===== src/rtl/keypad_scanner.sv =====
// 4x4 active-low keypad scanner with per-scan debounce and a single event per accepted key.
// Latency: key_valid/enter_out rise 1 clk after the row-3 sample of the DEBOUNCE_SCANS-th matching scan.
// Backpressure: none; key_valid is a 1-clk pulse, digit_out/enter_out/key_held are held levels.
//
// Ports:
//   clk        system clock
//   reset      synchronous, active-low reset
//   col_in     keypad columns, active-low, asynchronous (synchronized internally)
//   row_out    active-low one-hot row drive (4'b1111 while in reset)
//   digit_out  code of last accepted non-enter key
//   key_valid  one-clock pulse per accepted non-enter key
//   enter_out  high while an accepted '#' is held
//   key_held   high from acceptance of any key until its release is accepted
module keypad_scanner #(
  parameter int SCAN_DIV       = 1000,
  parameter int DEBOUNCE_SCANS = 250
) (
  input  logic       clk,
  input  logic       reset,
  input  logic [3:0] col_in,
  output logic [3:0] row_out,
  output logic [3:0] digit_out,
  output logic       key_valid,
  output logic       enter_out,
  output logic       key_held
);

  localparam int DIV_W = $clog2(SCAN_DIV);
  localparam int CNT_W = $clog2(DEBOUNCE_SCANS + 1);
  localparam logic [DIV_W-1:0] DIV_LAST  = DIV_W'(SCAN_DIV - 1);
  localparam logic [CNT_W-1:0] CNT_ONE   = CNT_W'(1);
  localparam logic [CNT_W-1:0] CNT_DONE  = CNT_W'(DEBOUNCE_SCANS);
  localparam logic [3:0]       ENTER_KEY = 4'hF;

  typedef enum logic [1:0] {IDLE, CAND, PRESSED, RELEASE} state_t;

  // Layout: 1 2 3 A / 4 5 6 B / 7 8 9 C / * 0 # D   ('*' = E, '#' = F)
  function automatic logic [3:0] key_code(input logic [1:0] r, input logic [1:0] c);
    logic [3:0] code;
    code = 4'h0;
    case ({r, c})
      4'h0: code = 4'h1;  4'h1: code = 4'h2;  4'h2: code = 4'h3;  4'h3: code = 4'hA;
      4'h4: code = 4'h4;  4'h5: code = 4'h5;  4'h6: code = 4'h6;  4'h7: code = 4'hB;
      4'h8: code = 4'h7;  4'h9: code = 4'h8;  4'hA: code = 4'h9;  4'hB: code = 4'hC;
      4'hC: code = 4'hE;  4'hD: code = 4'h0;  4'hE: code = 4'hF;  4'hF: code = 4'hD;
      default: code = 4'h0;
    endcase
    return code;
  endfunction

  // ---------------- scan section ----------------
  logic [3:0]       col_s1, col_s2;
  logic [1:0]       row_idx;
  logic [DIV_W-1:0] div;
  logic             acc_seen, acc_multi;
  logic [3:0]       acc_code;
  logic             scan_done, res_single;
  logic [3:0]       res_code;

  logic [3:0] col_low;
  logic       col_any, col_one;
  logic [1:0] col_idx, row_nxt;
  logic       seen_n, multi_n;
  logic [3:0] code_n;

  always_comb begin
    col_low = ~col_s2;
    col_any = |col_low;
    col_one = col_any && ((col_low & (col_low - 4'd1)) == 4'd0);
    col_idx = 2'd0;
    case (col_low)
      4'b0010: col_idx = 2'd1;
      4'b0100: col_idx = 2'd2;
      4'b1000: col_idx = 2'd3;
      default: col_idx = 2'd0;
    endcase
    row_nxt = row_idx + 2'd1;
    // Scan accumulation: a second key, in this row or an earlier one, makes the scan MULTI.
    seen_n  = acc_seen | col_any;
    multi_n = acc_multi | (col_any && (!col_one || acc_seen));
    code_n  = (col_one && !acc_seen) ? key_code(row_idx, col_idx) : acc_code;
  end

  always_ff @(posedge clk) begin
    if (!reset) begin
      // Synchronizer clears to the idle (pulled-up) column level.
      col_s1     <= 4'hF;
      col_s2     <= 4'hF;
      row_idx    <= 2'd0;
      div        <= '0;
      row_out    <= 4'hF;
      acc_seen   <= 1'b0;
      acc_multi  <= 1'b0;
      acc_code   <= 4'h0;
      scan_done  <= 1'b0;
      res_single <= 1'b0;
      res_code   <= 4'h0;
    end else begin
      col_s1    <= col_in;
      col_s2    <= col_s1;
      scan_done <= 1'b0;
      if (row_out == 4'hF) begin
        // All rows high only right after reset: start row 0 now.
        row_out <= 4'b1110;
      end else if (div == DIV_LAST) begin
        div     <= '0;
        row_idx <= row_nxt;
        row_out <= ~(4'b0001 << row_nxt);
        if (row_idx == 2'd3) begin
          scan_done  <= 1'b1;
          res_single <= seen_n && !multi_n;
          res_code   <= code_n;
          acc_seen   <= 1'b0;
          acc_multi  <= 1'b0;
          acc_code   <= 4'h0;
        end else begin
          acc_seen  <= seen_n;
          acc_multi <= multi_n;
          acc_code  <= code_n;
        end
      end else begin
        div <= div + DIV_W'(1);
      end
    end
  end

  // ---------------- debounce FSM ----------------
  state_t           state;
  logic [CNT_W-1:0] cnt;
  logic [3:0]       cand;

  logic             match, accept_now, release_now;
  logic [CNT_W-1:0] cnt_inc;
  logic [3:0]       accept_code;

  always_comb begin
    match       = res_single && (res_code == cand);
    cnt_inc     = cnt + CNT_W'(1);
    accept_code = (state == IDLE) ? res_code : cand;
    // With a single-scan debounce the IDLE->CAND and PRESSED->RELEASE steps collapse.
    accept_now  = scan_done &&
                  ((state == IDLE && res_single && DEBOUNCE_SCANS == 1) ||
                   (state == CAND && match && cnt_inc == CNT_DONE));
    release_now = scan_done &&
                  ((state == PRESSED && !match && DEBOUNCE_SCANS == 1) ||
                   (state == RELEASE && !match && cnt_inc == CNT_DONE));
  end

  always_ff @(posedge clk) begin
    if (!reset) begin
      state     <= IDLE;
      cnt       <= '0;
      cand      <= 4'h0;
      digit_out <= 4'h0;
      key_valid <= 1'b0;
      enter_out <= 1'b0;
      key_held  <= 1'b0;
    end else begin
      key_valid <= 1'b0;
      if (scan_done) begin
        case (state)
          IDLE: if (res_single) begin
            cand  <= res_code;
            cnt   <= CNT_ONE;
            state <= (DEBOUNCE_SCANS == 1) ? PRESSED : CAND;
          end
          CAND: begin
            if (!match)                   state <= IDLE;
            else if (cnt_inc == CNT_DONE) state <= PRESSED;
            else                          cnt   <= cnt_inc;
          end
          PRESSED: if (!match) begin
            cnt   <= CNT_ONE;
            state <= (DEBOUNCE_SCANS == 1) ? IDLE : RELEASE;
          end
          RELEASE: begin
            if (match)                    state <= PRESSED;   // bounce, no new event
            else if (cnt_inc == CNT_DONE) state <= IDLE;
            else                          cnt   <= cnt_inc;
          end
          default: state <= IDLE;
        endcase
      end
      if (accept_now) begin
        key_held <= 1'b1;
        if (accept_code == ENTER_KEY) begin
          enter_out <= 1'b1;
        end else begin
          digit_out <= accept_code;
          key_valid <= 1'b1;
        end
      end
      if (release_now) begin
        key_held  <= 1'b0;
        enter_out <= 1'b0;
      end
    end
  end

endmodule


===== config.mk =====
export PLATFORM = sky130hd
export DESIGN_NAME = keypad_scanner
export DESIGN_NICKNAME = d
export VERILOG_FILES = /design/src/rtl/keypad_scanner.sv
export SDC_FILE = /design/constraint.sdc
export NUM_CORES = 1
export LEC_CHECK = 0
export BUFFER_PORTS_ARGS = -buffer_cell sky130_fd_sc_hd__buf_2
export CORE_ASPECT_RATIO = 0.7
export CORE_MARGIN = 2
export CORE_UTILIZATION = 40
export CTS_CLUSTER_SIZE = 20
export DETAILED_ROUTE_END_ITERATION = 12
export PLACE_DENSITY = 0.57
export SLEW_MARGIN = 20
export SYNTH_ARGS = -nofsm -noshare
export SYNTH_HDL_FRONTEND = slang
export SYNTH_SLANG_ARGS = --single-unit

===== constraint.sdc =====
create_clock -name clk -period 2.1 [get_ports clk]
set_input_delay 0.315 -clock clk [delete_from_list [all_inputs] [get_ports clk]]
set_output_delay 0.315 -clock clk [all_outputs]
set_load 0.01 [all_outputs]

==> After elaboration in Yosys (flattened, before gate mapping) <==
Memories as Yosys holds them, arrays and structs flattened.
Index checks and enable logic that the tools add are counted.
{ "totals": {"regBits": 57, "latchBits": 0, "mem_bits_rw": 0, "rom_bits": 64, "wordCells": 107, "mem_count": 1} }
{ "op_classes": {"n_addsub": 4, "mul": 0, "div_mod_pow": 0, "order_cmp": 0, "eq_ne": 18, "shifts": 1, "n_mux": 24, "bitwise_logic": 9, "reduce_logical": 31} }
{ "mem_list": {"columns": ["memory", "words", "width", "rd", "rd_clocked_by_memory_dff", "write_ports", "line_no", "source"], "rows": [
  ["(name not given)", 16, 4, 1, 0, 0, "41", "case ({r, c})"]
]} }
{ "op_table": {"columns": ["cell", "count"], "rows": [
  ["8-bit 2-to-1 mux", 5],
  ["8-bit one-hot mux with 4 select lines", 1],
  ["4-bit equality test (second input constant)", 3],
  ["2-bit 2-to-1 mux", 6],
  ["4-bit 2-to-1 mux", 3],
  ["1-bit logical AND", 11],
  ["10-bit by 1-bit adder with 10-bit output (second input constant)", 1],
  ["10-bit equality test (second input constant)", 1],
  ["10-bit 2-to-1 mux", 1],
  ["5-bit AND reduction", 2],
  ["8-bit by 1-bit adder with 8-bit output (second input constant)", 1],
  ["8-bit equality test (second input constant)", 1],
  ["2-bit inequality test (second input constant)", 4],
  ["4-bit NOT", 2],
  ["2-bit one-hot mux with 4 select lines", 1],
  ["2-bit AND reduction", 4],
  ["2-bit equality test (second input constant)", 3],
  ["1-bit 2-to-1 mux", 6],
  ["3-bit by 2-bit inequality test with 1-bit output (second input constant)", 2],
  ["2-bit one-hot mux with 3 select lines", 1],
  ["3-bit AND reduction", 2],
  ["4-bit AND", 1],
  ["4-bit by 2-bit equality test with 1-bit output (second input constant)", 1],
  ["4-bit by 3-bit equality test with 1-bit output (second input constant)", 1],
  ["other kinds (15)", 23]
]} }

==> Longest topological paths before layout <==
{ "depth": {"depth_word": 11, "depth_mapped": 9, "ltp_nobuf": 9} }

==> Least setup slack after synthesis <==
No wires, ideal clock.
{ "synth_timing": {"path_type": "reg-to-reg", "startpoint": "register cnt[0]", "endpoint": "register cnt[2]", "setup_time_ns": 0.131, "t_arrival_ns": 1.835, "t_required_ns": 1.969, "setup_slack_ns": 0.134, "stages_incl_launch_ff": 9, "path_cell_list": "dfxtp_1 > ha_1 > nand3_1 > xor2_1 > a211oi_4 > and3_1 > buf_6 > o41ai_1 > mux2i_1"} }
{ "synth_between": {"elab_chain_len": 5, "elab_cells_between_ends": 6} }
{ "synth_rtl": {"columns": ["element", "line_no", "source"], "rows": [
  ["start, declared", "129", "logic [CNT_W-1:0] cnt;"],
  ["start signal, assigned", "170", "else cnt <= cnt_inc;"],
  ["start signal, assigned", "179", "else cnt <= cnt_inc;"],
  ["8-bit by 1-bit adder with 8-bit output (*)", "138", "cnt_inc = cnt + CNT_W'(1);"],
  ["8-bit equality test", "169, 178", null],
  ["8-bit 2-to-1 mux (*)", "169, 178", null],
  ["8-bit 2-to-1 mux, on equally long branches", "177, 168", null],
  ["8-bit one-hot mux with 4 select lines (*)", "161", "case (state)"]
]} }
Mark *: on every way between the ends. The rest lies on a longest branch, timed or not. The select of a mux whose other input is x is not followed.
A chain may end at the register's enable or synchronous reset.

==> Worst setup path after layout <==
{ "layout_timing": {"startpoint": "register col_s2[3]", "endpoint": "register acc_code[1]"} }
{ "layout_between": {"elab_chain_len": 8, "elab_cells_between_ends": 14} }
{ "layout_rtl": {"columns": ["element", "line_no", "source"], "rows": [
  ["start, declared", "52", "logic [3:0] col_s1, col_s2;"],
  ["start signal, assigned", "100", "col_s2 <= col_s1;"],
  ["4-bit NOT (*)", "67", "col_low = ~col_s2;"],
  ["branches (longest 5 deep; another with memory 16 x 4 bit)", null, null],
  ["4-bit 2-to-1 mux (*)", "81", "code_n = (col_one && !acc_seen) ? key_code(row_idx, col_idx) : acc_code;"],
  ["4-bit 2-to-1 mux (*)", "109", "if (row_idx == 2'd3) begin"],
  ["end signal, assigned", "119", "acc_code <= code_n;"],
  ["end, declared", "56", "logic [3:0] acc_code;"]
]} }
Every way passes the cells marked *.

==> reports/metrics.cfg <==
[synth]
synthFlopType = dfxtp_1
yosys_warnings = 0
synth_edf_count = 0
syn_area_per_cell_um2 = 9.01
synth_top_area_share_pct = 37.9
synth_area_leaders = dfxtp_1 38%, mux2i_1 6.3%, ha_1 5.0%
ys_ff_latch = 57
synth_cell_types = 59
synth_fp_nets = 352
yosysTopAreaCell = dfxtp_1
netlist_area_um2 = 3010
syn_inst = 334
yosysSeqAreaShare_pct = 37.9
async_flop_share_pct = 0

[timing]
fmax_mhz = 490
setup_viol = 0
relSlewSlack_pct = 59.4
fin_setup_tns_ns = 0
rsz0062_at_grt = yes
fin_ws_ns = 0.0588
min_period_ns = 2.04
tightest_slew_ns = 0.606
skew_ns = 0.00697
finalCritPeriodShare_pct = 97.2
finalHoldViolCount = 0
final-max-slew-violation-count = 0

[power_and_ir_drop]
seq_power_share_pct = 48.3
p_per_area_nw_per_um2 = 645
total_power_mw = 2.29
vdd_drop_max_uv = 415
p_int_mw = 1.79
p_switching_mw = 0.494
p_clk_share_pct = 46.3
combPwrFrac_pct = 5.4
switching_share_pct = 21.6
p_leak_nw = 1.47

[clock_network]
clkSlewWorstSetupHoldPaths_ns = 0.06
clk_path_buf_depth = 2
h-tree-depth = 3
clk-insertion-delay-late_ns = 0.33
cts_tree = yes
hold_buffers = 0
cts_sinks = 57
clock-root-buffer = clkbuf_8
cts_setup_buffers = 0
cts_made_buffers = 9

[finish]
area_growth_pct = 17.9
finalNonFillerCells = 470
antennaDiodeCount = 0
fillers = 703
drive_gt1_share_pct = 22.0
multiInputGateArea_um2 = 1770
regArea_um2 = 1140
fin_nets = 385

[critical_path]
critPathRequiredTime_ns = 2.32
crit_type = reg -> reg
r2r_start = col_s2[3]$_SDFF_PN1_
start_kind = flip-flop
crit_fanout = 5
reg2reg_slack_ns = 0.06
cp.arrival_ns = 2.26
ff2ff_path_depth = 9
rr_endpoint = acc_code[1]$_SDFFE_PN0P_
endpoint_kind = flip-flop

[worst_hold_path]
hold_class = in -> reg
min_to = col_s1[3]$_SDFF_PN1_
min_path_cells = 2
min_from = col_in[3]

[route]
routed_wl_um = 6110
ant_nets = 0
num_vias = 2374
dr.pass1.iters = 5
wl_per_cell_um = 13.0
drc_errors = 0
avgViaCountPerCell = 5.05
drtIter0Drc = 111

[grt]
antenna_found_initial = 0
gr-total-overflow = 0
grt_pass1_vias = 2211
grt_max_degree = 24
grt_pass1_wl_um = 10300
track_usage_pct = 15.8

[placement]
portBuffers = 16
place_ws_ns = 0.0369
gp_congestion = 0.832
place_inst = 454
dp.final_hpwl_um = 4360

[floorplan]
core_area_um2 = 7290
start_util_pct = 41.3
die_h_um = 76.6
die_w_um = 108
top_level_ports = 17
rows = 26
die-area_um2 = 8240

[outcome]
outcome = completed

[run]
drv_cap = 0

[metrics by stage]
step	utilization [%]	instance area, um2	hold slack (ns)
2_1_floorplan	-	3010	0.386
3_3_place_gp	45.4	3310	0.392
3_5_place_dp	45.4	3310	0.395
4_1_cts	48.2	3510	0.146
5_1_grt	48.7	3550	0.152
6_report	48.7	3550	0.163
[state kept, by name, summed over array words and instances (netlist names), named ones only]
name and cells:
cnt 8, cand 4, acc_multi 1, col_s2 4
res_single 1, row_idx 2, key_held 1, key_valid 1
state 1, acc_seen 1, acc_code 4, scan_done 1
enter_out 1, row_out 4, digit_out 4, res_code 4
div 10, col_s1 4
[kinds of logic (layout without fill, tap and decap cells)]
group,Yosys count,in the layout,synth area share (%)
AND/OR/NAND/NOR,140,140,26.2
AO/OA/AOI/OAI,53,53,12.9
XOR/XNOR,15,15,4.37
flip-flops,57,57,37.9
multiplexers,27,27,9.40
buffers and inverters,30,68,4.24
adder cells (fa/ha/maj),12,12,4.99
[cell type report]
type                       count  share of cell area [%]
clock buffer                  14                    4.87
clock inverter                 2                   0.988
inverter                      13                    1.38
multi-input combinational    247                    50.0
sequential                    57                    32.2
tap                           98                    3.46
timing repair buffer          39                    7.13
[power by group through the flow]
stage / registers, mW / clock network (mW) / logic (mW)
6_report: 1.10 / 1.06 / 0.124
5_1_grt: 1.11 / 1.14 / 0.138
4_1_cts: 1.10 / 1.09 / 0.120
3_5_place_dp: 1.13 / 0 / 0.119
3_3_place_gp: 1.13 / 0 / 0.118
2_1_floorplan: 1.13 / 0 / 0.0814
[cell usage after synthesis, types with 4 or more instances]
library cell / number
nand2b_1: 11
and2_1: 7
mux2i_1: 19
mux2_2: 5
o21ai_1: 11
inv_1: 11
clkbuf_1: 12
and3_1: 6
xor2_1: 13
nand4_1: 14
dfxtp_1: 57
nand2_1: 27
nand3_1: 18
ha_1: 12
o21ai_0: 7
or3_1: 4
nor2_1: 22
nor2b_1: 10
a21oi_1: 8
[worst max path at each step]
stage                         startpoint                  endpoint  slack, ns  depth (start not counted)
global placement     cnt[0]$_SDFFE_PN0P_       cnt[2]$_SDFFE_PN0P_       0.05                          7
floorplan            cnt[0]$_SDFFE_PN0P_       cnt[2]$_SDFFE_PN0P_       0.13                          8
detailed placement  col_s2[3]$_SDFF_PN1_  acc_code[1]$_SDFFE_PN0P_       0.04                          9
CTS                 col_s2[3]$_SDFF_PN1_  acc_code[1]$_SDFFE_PN0P_      0.009                          9
global route         div[0]$_SDFFE_PN0N_   res_single$_SDFFE_PN0P_      -0.06                          7
finish              col_s2[3]$_SDFF_PN1_  acc_code[1]$_SDFFE_PN0P_       0.06                          9
[cell usage in the layout, fill, tap and decap left out, drive strengths merged, types with 14 or more instances in the layout]
cell type  count
dfxtp         57
nand4         14
buf           39
o21ai         19
clkbuf        14
nand3         18
nor2          23
mux2i         20
nand2         27
[critical path, stage by stage (launching register included)]
cell      delay, ns
dfxtp_1        0.34
xor2_1         0.17
and3_2         0.26
inv_1          0.11
ha_1           0.15
nor2_1         0.06
a211oi_2       0.23
a21oi_1        0.08
mux2_2         0.31
a32o_1         0.21
[routing by layer]
layer  part of all wire [%]  vias up  track usage [%]  routed length [um]
met5                      0        -                0                   0
li1                       -     1253                -                   -
met1                     54     1083             22.4                3320
met2                     41       29             22.0                2480
met4                    1.5        0             6.15                  91
met3                    3.6        9             4.88                 218
[timing repair]
item	CTS	global route
endpoints found under the hold margin	0	0
setup endpoints to repair	0	21
gates resized for setup	0	10
Power figures use the tool's default switching activity.
